### config.mk
export PLATFORM = sky130hd
export DESIGN_NAME = sd_data_control
export DESIGN_NICKNAME = d
export VERILOG_FILES = /design/src/rtl/sd_data_control.sv
export SDC_FILE = /design/constraint.sdc
export NUM_CORES = 1
export LEC_CHECK = 0
export BUFFER_PORTS_ARGS = -buffer_cell sky130_fd_sc_hd__buf_4
export CAP_MARGIN = 10
export CORE_MARGIN = 2
export CORE_UTILIZATION = 45
export DETAILED_ROUTE_END_ITERATION = 12
export PLACE_DENSITY = 0.73
export SLEW_MARGIN = 10
export SYNTH_ARGS = -nofsm -noshare
export SYNTH_HDL_FRONTEND = slang
export SYNTH_SLANG_ARGS = --single-unit
### constraint.sdc
create_clock -name iClock -period 3.21 [get_ports iClock]
set_input_delay 0 -clock iClock [delete_from_list [all_inputs] [get_ports iClock]]
set_output_delay 0 -clock iClock [all_outputs]
set_load 0.005 [all_outputs]
### src/rtl/sd_data_control.sv
// SD host data-path control FSM: latches a transfer request, then sequences
// block transfers with the data PHY (send/complete/ack) gated on FIFO readiness.
module sd_data_control #(
    parameter int BLOCKS_WIDTH  = 8,
    parameter int TIMEOUT_WIDTH = 16
) (
    input  logic                     iClock,
    input  logic                     iReset,
    input  logic                     iWriteRead,
    input  logic [BLOCKS_WIDTH-1:0]  iBlocks,
    input  logic                     iMultipleData,
    input  logic                     iTimeout_enable,
    input  logic [TIMEOUT_WIDTH-1:0] iTimeout_reg,
    input  logic                     iNewData,
    input  logic                     iSerial_ready,
    input  logic                     iTimeout,
    input  logic                     iComplete,
    input  logic                     iAck,
    input  logic                     iFIFO_ok,
    output logic                     oData_transfer_complete,
    output logic                     oSend,
    output logic                     oAck,
    output logic [BLOCKS_WIDTH-1:0]  oBlocks,
    output logic [TIMEOUT_WIDTH-1:0] oTimeout_val,
    output logic                     oWriteRead,
    output logic                     oMultipleData,
    output logic                     oIdle
);

    typedef enum logic [2:0] {
        IDLE,
        SETTING,
        CHECK_FIFO,
        TRANSMIT,
        ACK,
        DONE
    } state_t;

    state_t                  state;
    logic [BLOCKS_WIDTH-1:0] block_cnt;
    logic [BLOCKS_WIDTH-1:0] target;
    logic [BLOCKS_WIDTH:0]   cnt_next;

    // One extra bit so the final increment at 255 blocks cannot wrap the compare.
    assign cnt_next = {1'b0, block_cnt} + {{BLOCKS_WIDTH{1'b0}}, 1'b1};

    // Outputs are assigned alongside each transition so they track the next state.
    always_ff @(posedge iClock or negedge iReset) begin
        if (!iReset) begin
            state                   <= IDLE;
            block_cnt               <= '0;
            target                  <= '0;
            oData_transfer_complete <= 1'b0;
            oSend                   <= 1'b0;
            oAck                    <= 1'b0;
            oBlocks                 <= '0;
            oTimeout_val            <= '0;
            oWriteRead              <= 1'b0;
            oMultipleData           <= 1'b0;
            oIdle                   <= 1'b1;
        end else begin
            case (state)
                IDLE: begin
                    if (iNewData) begin
                        oWriteRead    <= iWriteRead;
                        oMultipleData <= iMultipleData;
                        oBlocks       <= iBlocks;
                        oTimeout_val  <= iTimeout_enable ? iTimeout_reg : '0;
                        target        <= (iMultipleData && iBlocks != '0) ? iBlocks
                                                                          : BLOCKS_WIDTH'(1);
                        block_cnt     <= '0;
                        oIdle         <= 1'b0;
                        state         <= SETTING;
                    end
                end
                SETTING: begin
                    if (iSerial_ready) state <= CHECK_FIFO;
                end
                CHECK_FIFO: begin
                    if (iTimeout) begin
                        oData_transfer_complete <= 1'b1;
                        state                   <= DONE;
                    end else if (iFIFO_ok) begin
                        oSend <= 1'b1;
                        state <= TRANSMIT;
                    end
                end
                TRANSMIT: begin
                    if (iTimeout) begin
                        oSend                   <= 1'b0;
                        oData_transfer_complete <= 1'b1;
                        state                   <= DONE;
                    end else if (iComplete) begin
                        oSend <= 1'b0;
                        oAck  <= 1'b1;
                        state <= ACK;
                    end
                end
                ACK: begin
                    if (iAck) begin
                        oAck      <= 1'b0;
                        block_cnt <= cnt_next[BLOCKS_WIDTH-1:0];
                        if (cnt_next < {1'b0, target}) begin
                            state <= CHECK_FIFO;
                        end else begin
                            oData_transfer_complete <= 1'b1;
                            state                   <= DONE;
                        end
                    end
                end
                DONE: begin
                    oData_transfer_complete <= 1'b0;
                    oIdle                   <= 1'b1;
                    state                   <= IDLE;
                end
                default: begin
                    oData_transfer_complete <= 1'b0;
                    oSend                   <= 1'b0;
                    oAck                    <= 1'b0;
                    oIdle                   <= 1'b1;
                    state                   <= IDLE;
                end
            endcase
        end
    end

endmodule

==> impl_metrics.env, run 1 <==
export IMPL_synth_top_area_frac=0.498
export IMPL_async_reset_ff_frac=1.00
export IMPL_synth_edff_count=0
export IMPL_totalWireLength_um=5500
export IMPL_ios=65
export IMPL_ff2ff_setup_slack_ns=0.50
export IMPL_setup_viol=0
export IMPL_grt_pass1_wl_um=9520
export IMPL_syn_avg_cell_area_um2=9.57
export IMPL_diodes=0
export IMPL_cts_root_buf="clkbuf_8"
export IMPL_drive_gt1_frac=0.254
export IMPL_finalClockSkew_ns=0.00627
export IMPL_htreeDepth=2
export IMPL_synth_largest_area_cell="dfrtp_1"
export IMPL_synth_nets=295
export IMPL_gp_congestion=0.833
export IMPL_worst_pin_slew_ns=0.610
export IMPL_min_to="oTimeout_val[0]"
export IMPL_endpoint_kind="register"
export IMPL_overflow=0
export IMPL_ff_latch_area_um2=1230
export IMPL_die_area_um2=5960
export IMPL_via_count=2071
export IMPL_nets=377
export IMPL_yosysWarningCount=0
export IMPL_rsz0062_at_grt="no"
export IMPL_grtUsageTotal=0.199
export IMPL_drcViolationCount=0
export IMPL_dp_cells=369
export IMPL_hpwl_um=3610
export IMPL_drt_iter0_drc=92
export IMPL_clock_fmax_mhz=369
export IMPL_cp_arrival_ns=2.85
export IMPL_clk_latency_ns=0.30
export IMPL_tritoncts="done"
export IMPL_multi_input_area_um2=1050
export IMPL_layout_min_cycle_time_ns=2.71
export IMPL_via_per_inst=5.13
export IMPL_syn_cell_area_um2=2410
export IMPL_antenna_left=0
export IMPL_total_power_uw=2240
export IMPL_dr_pass1_iters=4
export IMPL_path_class="register to register"
export IMPL_cts_buffer_depth=2
export IMPL_whs_path_depth=3
export IMPL_hp_class="primary input to register"
export IMPL_grt_pass1_vias=2074
export IMPL_p_leak_uw=0.00158
export IMPL_ys_seq_area_frac=0.509
export IMPL_r2r_cells=9
export IMPL_instances_no_fill=404
export IMPL_numCtsBuffers=5
export IMPL_synth_area_leaders="dfrtp_1 50%, nand2_1 8.6%, o21ai_0 5.8%"
export IMPL_core_area_um2=5140
export IMPL_grt_start_max_net_pins=60
export IMPL_wl_per_cell_um=13.6
export IMPL_ys_seq_elements=49
export IMPL_maxCapViolations=0
export IMPL_fillers=451
export IMPL_synthCells=252
export IMPL_critPathLaunchType="register"
export IMPL_port_buffers=64
export IMPL_postCtsSetupBuffers=0
export IMPL_ir_drop_mv=0.436
export IMPL_synth_distinct_cells=42
export IMPL_r2r_start="block_cnt[0]"
export IMPL_final_hold_violation_count=0
export IMPL_r2r_end="state[2]"
export IMPL_slew_headroom=0.593
export IMPL_cp_required_ns=3.35
export IMPL_die_h_um=77.2
export IMPL_hold_start="iTimeout_enable"
export IMPL_path_max_fanout=6
export IMPL_start_util=0.469
export IMPL_synth_flop_cell="dfrtp_1"
export IMPL_fin_setup_tns_ns=0
export IMPL_area_growth_pct=35.3
export IMPL_rows=26
export IMPL_status="complete, no violations"
export IMPL_power_density_nw_per_um2=687
export IMPL_period_share=0.843
export IMPL_maxSlewViolCount=0
export IMPL_clock_sinks=49
export IMPL_die_w_um=77.2
export IMPL_antenna_found_initial=0
export IMPL_clkSlewWorstSetupHoldPaths_ns=0.09
[cells by family (layout without fill, tap and decap cells)]
kind of cell | Yosys count | after routing | synth area share
AND/OR/NAND/NOR | 82 | 82 | 0.153
AO/OA/AOI/OAI | 69 | 69 | 0.173
flip-flops | 49 | 49 | 0.509
buffers and inverters | 28 | 110 | 0.0550
multiplexers | 10 | 10 | 0.0467
adder cells (fa/ha/maj) | 8 | 8 | 0.0415
XOR/XNOR | 6 | 6 | 0.0218
[how the worst max path moves through the flow]
stage	slack [ns]	from	endpoint
2_1_floorplan	0.73	block_cnt[0]	state[2]
3_3_place_gp	0.63	block_cnt[0]	state[2]
3_5_place_dp	0.54	block_cnt[0]	state[2]
4_1_cts	0.52	block_cnt[0]	state[2]
5_1_grt	0.29	block_cnt[0]	state[2]
6_report	0.50	block_cnt[0]	state[2]
[layout make-up]
| type | instances | area share |
|---|---|---|
| Clock inverter | 1 | 0.00230 |
| Multi-Input combinational cell | 175 | 0.322 |
| Clock buffer | 6 | 0.0253 |
| Tap cell | 70 | 0.0269 |
| Sequential cell | 49 | 0.376 |
| Inverter | 10 | 0.0115 |
| Timing Repair Buffer | 93 | 0.236 |
[sequential cells by signal, summed over array words and instances, names as in the netlist]
name	cells
oSend	1
target	8
oTimeout_val	16
state	3
oData_transfer_complete	1
oAck	1
block_cnt	8
oWriteRead	1
oMultipleData	1
oIdle	1
oBlocks	8
[cells in the final DEF, fill, tap and decap left out, types with 4 or more instances in the layout]
master and instances:
mux2_2 10, dfrtp_1 48, and3_1 5, inv_1 10, nand2_1 55, buf_4 65
ha_1 8, a31oi_1 6, o21ai_0 28, a21oi_1 9, clkbuf_8 6, dlygate4sd3_1 28
o21ai_1 6, nor2_1 5, nand3_1 4
[cell usage after synthesis, types with 5 or more instances]
library cell / count
a31oi_1: 6
nand2_1: 55
clkbuf_1: 10
ha_1: 8
dfrtp_1: 48
a21oi_1: 9
inv_1: 10
and3_1: 5
nor2_1: 5
o21ai_1: 6
mux2_2: 10
o21ai_0: 28
[metrics by stage]
step	cell area [um^2]	hold slack [ns]	util	setup WS [ns]
detailed placement	2890	0.0505	0.563	0.540
floorplan	2410	-0.296	-	0.730
global route	3260	0.0310	0.635	0.295
global placement	2890	0.0524	0.563	0.628
CTS	3260	0.0247	0.635	0.516
finish	3260	0.0294	0.635	0.503
[critical path, cell delays in order, from the launching register on]
cell,delay (ns)
dfrtp_1,0.42
ha_1,0.24
and3_1,0.30
nand3_1,0.16
xnor2_1,0.16
ha_1,0.29
and3_1,0.16
a221o_1,0.32
a31oi_1,0.31
a41oi_1,0.17
[routing by layer]
| metal | share of wire | global-route usage | vias to the layer above |
|---|---|---|---|
| met5 | 0 | 0 | - |
| met4 | 0.027 | 0.0893 | 0 |
| met3 | 0.045 | 0.0400 | 15 |
| met2 | 0.48 | 0.329 | 60 |
| met1 | 0.45 | 0.254 | 959 |
| li1 | - | - | 1037 |
[report_power, final]
group | total (uW) | leakage (uW) | switching (uW) | internal (uW)
Sequential | 998 | 0.000627 | 162 | 836
Clock | 363 | 0.0000433 | 192 | 170
Combinational | 881 | 0.000906 | 403 | 478
Total | 2240 | 0.00158 | 757 | 1490
[repair_timing]
action / 4_1_cts / 5_1_grt
hold buffers: 28 / 0
resized for setup: 0 / 0
hold endpoints to repair: 82 / 0
endpoints found under the setup margin: 0 / 0
Note: power is estimated with default switching activity, not from simulation.
==> run 2, diff against run 1 <==
ABC_AREA = 1   (was default)
PLACE_DENSITY = 0.76   (was 0.73)
clock period = 2.24 ns   (was 3.21 ns; I/O delays follow)
==> run 2 against run 1 <==
Against the previous run: the flow now finishes with violations (negative hold slack); routed wire length grew 11%; clock power grew 100%; critical endpoint is now state[1]; worst hold slack lost 0.035 ns; final area grew 4.9%; fmax grew 26%; largest cell class unchanged; register-to-register slack lost 0.40 ns; largest power group is now combinational cells; clock-buffer cell count shrank 1; sequential power grew 44%; setup slack lost 0.40 ns.
==> impl_metrics.env, run 2 <==
export IMPL_yosysWarningCount=0
export IMPL_start_util=0.469
export IMPL_cp_required_ns=2.43
export IMPL_fin_area_um2=3420
export IMPL_worst_pin_slew_ns=0.606
export IMPL_dr_pass1_iters=4
export IMPL_antenna_left=0
export IMPL_layout_min_cycle_time_ns=2.14
export IMPL_path_class="register to register"
export IMPL_numCtsBuffers=5
export IMPL_ff_latch_area_um2=1230
export IMPL_status="complete, but fails checks"
export IMPL_period_share=0.956
export IMPL_via_count=2252
export IMPL_synthTopCellsByCount="107 x nand2_1, 48 x dfrtp_1, 29 x inv_1"
export IMPL_ios=65
export IMPL_gp_congestion=0.912
export IMPL_wl_met2_um=3070
export IMPL_clock_fmax_mhz=467
export IMPL_place_area_um2=2940
export IMPL_clk_latency_ns=0.30
export IMPL_path_max_fanout=3
export IMPL_drcViolationCount=0
export IMPL_grt_start_max_net_pins=50
export IMPL_synth_largest_area_cell="dfrtp_1"
export IMPL_maxSlewViolCount=0
export IMPL_cp_startpoint="block_cnt[1]"
export IMPL_rsz0062_at_grt="yes"
export IMPL_fillers=396
export IMPL_setup_viol=0
export IMPL_die_w_um=77.0
export IMPL_slew_headroom=0.596
export IMPL_clkSlewWorstSetupHoldPaths_ns=0.09
export IMPL_grtUsageTotal=0.207
export IMPL_rows=26
export IMPL_layout_commonest_cell="nand2_1"
export IMPL_synth_edff_count=0
export IMPL_synth_distinct_cells=27
export IMPL_p_leak_uw=0.00180
export IMPL_antenna_found_initial=0
export IMPL_htreeDepth=2
export IMPL_synth_top_area_frac=0.502
export IMPL_clock_sinks=49
export IMPL_nets=427
export IMPL_drive_gt1_frac=0.268
export IMPL_largest_reg_flops=16
export IMPL_finalClockSkew_ns=0.00424
export IMPL_place_ws_ns=0.00841
export IMPL_port_buffers=64
export IMPL_hpwl_um=3940
export IMPL_hold_start="iFIFO_ok"
export IMPL_worst_slack_ns=0.0982
export IMPL_r2r_start="block_cnt[1]"
export IMPL_ff2ff_setup_slack_ns=0.1
export IMPL_cp_arrival_ns=2.34
export IMPL_cts_root_buf="clkbuf_8"
export IMPL_synth_nets=330
export IMPL_hp_class="primary input to register"
export IMPL_ys_seq_elements=49
export IMPL_drt_iter0_drc=113
export IMPL_mostFrequentLayoutCells="105 x nand2_1, 70 x buf_4, 48 x dfrtp_1"
export IMPL_diodes=0
export IMPL_cts_buffer_depth=2
export IMPL_tritoncts="done"
export IMPL_totalWireLength_um=6110
export IMPL_maxCapViolations=0
export IMPL_synthCells=287
export IMPL_area_growth_pct=42.8
export IMPL_yosysMostFrequentCell="nand2_1"
export IMPL_endpoint_kind="register"
export IMPL_ys_seq_area_frac=0.513
export IMPL_async_reset_ff_frac=1.00
export IMPL_grt_pass1_vias=2186
export IMPL_fin_util=0.670
export IMPL_multi_input_area_um2=1050
export IMPL_via_per_inst=4.95
export IMPL_grt_pass1_wl_um=9920
export IMPL_syn_avg_cell_area_um2=8.34
export IMPL_die_h_um=77.0
export IMPL_power_density_nw_per_um2=1080
export IMPL_violations="negative hold slack"
export IMPL_holdWs_ns=-0.00556
export IMPL_die_area_um2=5920
export IMPL_wl_per_cell_um=13.4
export IMPL_final_hold_violation_count=1
export IMPL_synth_area_leaders="dfrtp_1 50%, nand2_1 17%, o21ai_0 4.6%"
export IMPL_dr_wl_met3_um=332
export IMPL_synth_flop_cell="dfrtp_1"
export IMPL_syn_cell_area_um2=2390
export IMPL_routedLengthMet1_um=2640
export IMPL_core_area_um2=5110
export IMPL_top_layer_used="met4"
export IMPL_overflow=0
export IMPL_ir_drop_mv=0.567
export IMPL_top_register="oTimeout_val"
export IMPL_critPathLaunchType="register"
## run 2: stage by stage
step                TNS [ns]  total power [uW]  instances  hold WS (ns)
floorplan                  0              2230        287        -0.296
global placement           0              2810        416        0.0559
detailed placement         0              2860        416        0.0615
CTS                        0              3650        451        0.0126
global route         -0.0941              3950        455        0.0189
finish                     0              3690        455      -0.00556
## run 2: power breakdown
| part | switching [uW] | total, uW | internal (uW) | leakage, uW |
|---|---|---|---|---|
| Sequential | 215 | 1440 | 1220 | 0.000636 |
| Combinational | 797 | 1510 | 715 | 0.00109 |
| Clock | 296 | 740 | 443 | 0.0000681 |
| Total | 1310 | 3690 | 2380 | 0.00180 |
## run 2: final timing paths
kind                                                end  depth (start not counted)
worst min register to register  oData_transfer_complete                          2
max in group asynchronous                     target[1]                          2
min in group asynchronous                  block_cnt[6]                          2
worst min-delay path                              oSend                          3
worst max register to register                 state[1]                         14
worst max-delay path                           state[1]                         14
## run 2: worst max-delay path, cell delays in order (launching register included)
cell	delay (ns)
dfrtp_1	0.38
ha_2	0.21
nand2_2	0.07
nor2_4	0.16
nand3_1	0.10
xor2_1	0.17
inv_1	0.07
ha_1	0.29
nand3_1	0.06
a21oi_1	0.15
nand2_2	0.09
nand3_1	0.11
nand2_1	0.06
nand2_1	0.05
nand2_1	0.05
## run 2: repair_timing
| action | CTS | global route |
|---|---|---|
| endpoints found under the hold margin | 75 | 0 |
| cloned | 0 | 0 |
| pin swaps | 0 | 5 |
| gates resized for setup | 1 | 10 |
| endpoints found under the setup margin | 3 | 4 |
| hold buffers | 27 | 0 |
| buffers inserted | 0 | 4 |
## run 2: final cells by class
class / count / share of cell area
clock buffer: 5 / 0.0201
clock inverter: 3 / 0.0190
inverter: 34 / 0.0373
multi-input combinational: 197 / 0.307
sequential: 49 / 0.359
tap: 70 / 0.0256
timing repair buffer: 97 / 0.233
## run 2: routing by layer
layer,up-vias,track usage
li1,1120,-
met1,1052,0.265
met2,74,0.351
met3,6,0.0459
met4,0,0.0636
met5,-,0
## run 2: kinds of logic after synthesis
| logic type | share of synthesized area |
|---|---|
| flip-flops | 0.513 |
| AO/OA/AOI/OAI | 0.118 |
| XOR/XNOR | 0.0110 |
| AND/OR/NAND/NOR | 0.248 |
| adder cells (fa/ha/maj) | 0.0418 |
| buffers and inverters | 0.0690 |
==> run 3, diff against run 2 <==
RECOVER_POWER = 100   (was default)
==> run 3 against run 2 <==
Against the previous run: the flow still finishes with violations (negative hold slack); setup slack better by 0.0012 ns; largest power group unchanged; critical path type unchanged; flip-flop and latch count unchanged; fmax is essentially flat; final area decreased by 0.51%.
==> impl_metrics.env, run 3 (same netlist as run 2, synthesis figures left out) <==
export IMPL_place_area_um2=2940
export IMPL_p_leak_uw=0.00177
export IMPL_start_util=0.469
export IMPL_totalWireLength_um=6050
export IMPL_min_to="oSend"
export IMPL_path_cells="ha_2 > nand2_2 > nor2_4 > nand3_1 > xor2_1 > inv_1 > ha_1 > nand3_1 > a21oi_1 > nand2_2 > nand3_1 > nand2_1 > nand2_1 > nand2_1"
export IMPL_area_growth_pct=42.1
export IMPL_grt_start_max_net_pins=50
export IMPL_cts_buffer_depth=2
export IMPL_drt_iter0_drc=109
export IMPL_ir_drop_mv=0.560
export IMPL_max_stage_delay_ns=0.38
export IMPL_hold_start="iFIFO_ok"
export IMPL_path_class="register to register"
export IMPL_grt_use_met1=0.265
export IMPL_clock_fmax_mhz=467
export IMPL_critPathLaunchType="register"
export IMPL_cts_root_buf="clkbuf_8"
export IMPL_gp_congestion=0.912
export IMPL_htreeDepth=2
export IMPL_hpwl_um=3940
export IMPL_diodes=0
export IMPL_grt_use_met2=0.351
export IMPL_fin_area_um2=3400
export IMPL_cp_required_ns=2.43
export IMPL_rsz0062_at_grt="yes"
export IMPL_hp_class="primary input to register"
export IMPL_clock_sinks=49
export IMPL_numCtsBuffers=5
export IMPL_top_register="oTimeout_val"
export IMPL_ff2ff_setup_slack_ns=0.1
export IMPL_die_area_um2=5920
export IMPL_grt_busiest_layer="met2"
export IMPL_tritoncts="done"
export IMPL_clkSlewWorstSetupHoldPaths_ns=0.09
export IMPL_largest_reg_flops=16
export IMPL_grtUsageTotal=0.207
export IMPL_r2r_start="block_cnt[1]"
export IMPL_wl_per_cell_um=13.3
export IMPL_core_area_um2=5110
export IMPL_overflow=0
export IMPL_whs_path_depth=3
export IMPL_clk_latency_ns=0.30
export IMPL_fin_util=0.666
export IMPL_r2r_end="state[1]"
export IMPL_setup_viol=0
export IMPL_port_buffers=64
export IMPL_antenna_left=0
export IMPL_status="complete, but fails checks"
export IMPL_violations="negative hold slack"
export IMPL_maxSlewViolCount=0
export IMPL_period_share=0.956
export IMPL_power_density_nw_per_um2=1070
export IMPL_cpMaxStageDelayCell="dfrtp_1"
export IMPL_die_w_um=77.0
export IMPL_rows=26
export IMPL_dr_pass1_iters=4
export IMPL_grt_pass1_wl_um=9920
export IMPL_r2r_cells=14
export IMPL_drcViolationCount=0
export IMPL_holdWs_ns=-0.00377
export IMPL_finalClockSkew_ns=0.00295
export IMPL_layout_commonest_cell="nand2_1"
export IMPL_worst_pin_slew_ns=1.17
export IMPL_antenna_found_initial=0
export IMPL_path_max_fanout=3
export IMPL_mostFrequentLayoutCells="105 x nand2_1, 48 x dfrtp_1, 40 x buf_4"
export IMPL_endpoint_kind="register"
export IMPL_maxCapViolations=0
export IMPL_via_per_inst=4.92
export IMPL_via_count=2239
export IMPL_final_hold_violation_count=1
export IMPL_grtUsageMet3=0.0459
export IMPL_nets=427
export IMPL_cp_arrival_ns=2.33
export IMPL_ios=65
export IMPL_drive_gt1_frac=0.257
export IMPL_die_h_um=77.0
export IMPL_grt_pass1_vias=2186
export IMPL_slew_headroom=0.220
export IMPL_layout_min_cycle_time_ns=2.14
run 3: cell types whose count changed in the layout (fill, tap and decap cells not counted), sizes merged:
cell,previous run,this run
clkbuf,5,34
buf,70,41
run 3: metrics by stage:
step,setup WS [ns],power (uW),setup TNS (ns),instances
4_1_cts,0.0600,3650,0,451
3_5_place_dp,0.00841,2860,0,416
5_1_grt,-0.0528,3900,-0.0941,455
6_report,0.0994,3640,0,455
3_3_place_gp,0.135,2810,0,416
2_1_floorplan,0.227,2230,0,287
run 3: how the worst max path moves through the flow:
stage | start | endpoint | slack [ns] | cells after the start
after floorplan | block_cnt[0] | state[0] | 0.23 | 16
after global placement | block_cnt[1] | state[1] | 0.14 | 14
final | block_cnt[1] | state[1] | 0.1 | 14
after global routing | block_cnt[1] | state[1] | -0.05 | 14
after detailed placement | block_cnt[1] | state[1] | 0.008 | 14
after CTS | block_cnt[1] | state[0] | 0.06 | 16
run 3: power by group:
part           leakage (uW)  switching [uW]  total [uW]  internal [uW]
Combinational       0.00107             797        1470            673
Sequential         0.000636             208        1430           1220
Clock             0.0000681             294         737            443
run 3: final cells by class:
cell class              count  area, um^2
clock inverters             3        65.1
multi-input cells         197        1050
inverters                  34         128
flip-flops and latches     49        1230
repair buffers             97         778
clock buffers               5        68.8
well taps                  70        87.6
fillers                   401        1700
run 3: repair_timing:
action                                  4_1_cts  5_1_grt
setup buffers                                 0        4
endpoints found under the hold margin        75        0
endpoints found under the setup margin        3        4
gates resized for setup                       1       10
hold buffers                                 27        0
pin swaps                                     0        5
run 3: per-layer routing:
metal	vias up	part of all wire
met5	-	0
met4	0	0.0093
met3	6	0.051
met2	69	0.50
met1	1041	0.44
li1	1123	-
run 3: critical path, delay by kind of cell, from the launching register on:
kind	cells	cell delay [ns]
AND/OR/NAND/NOR	9	0.75
adder cells (fa/ha/maj)	2	0.50
flip-flops	1	0.38
XOR/XNOR	1	0.17
AO/OA/AOI/OAI	1	0.15
buffers and inverters	1	0.07
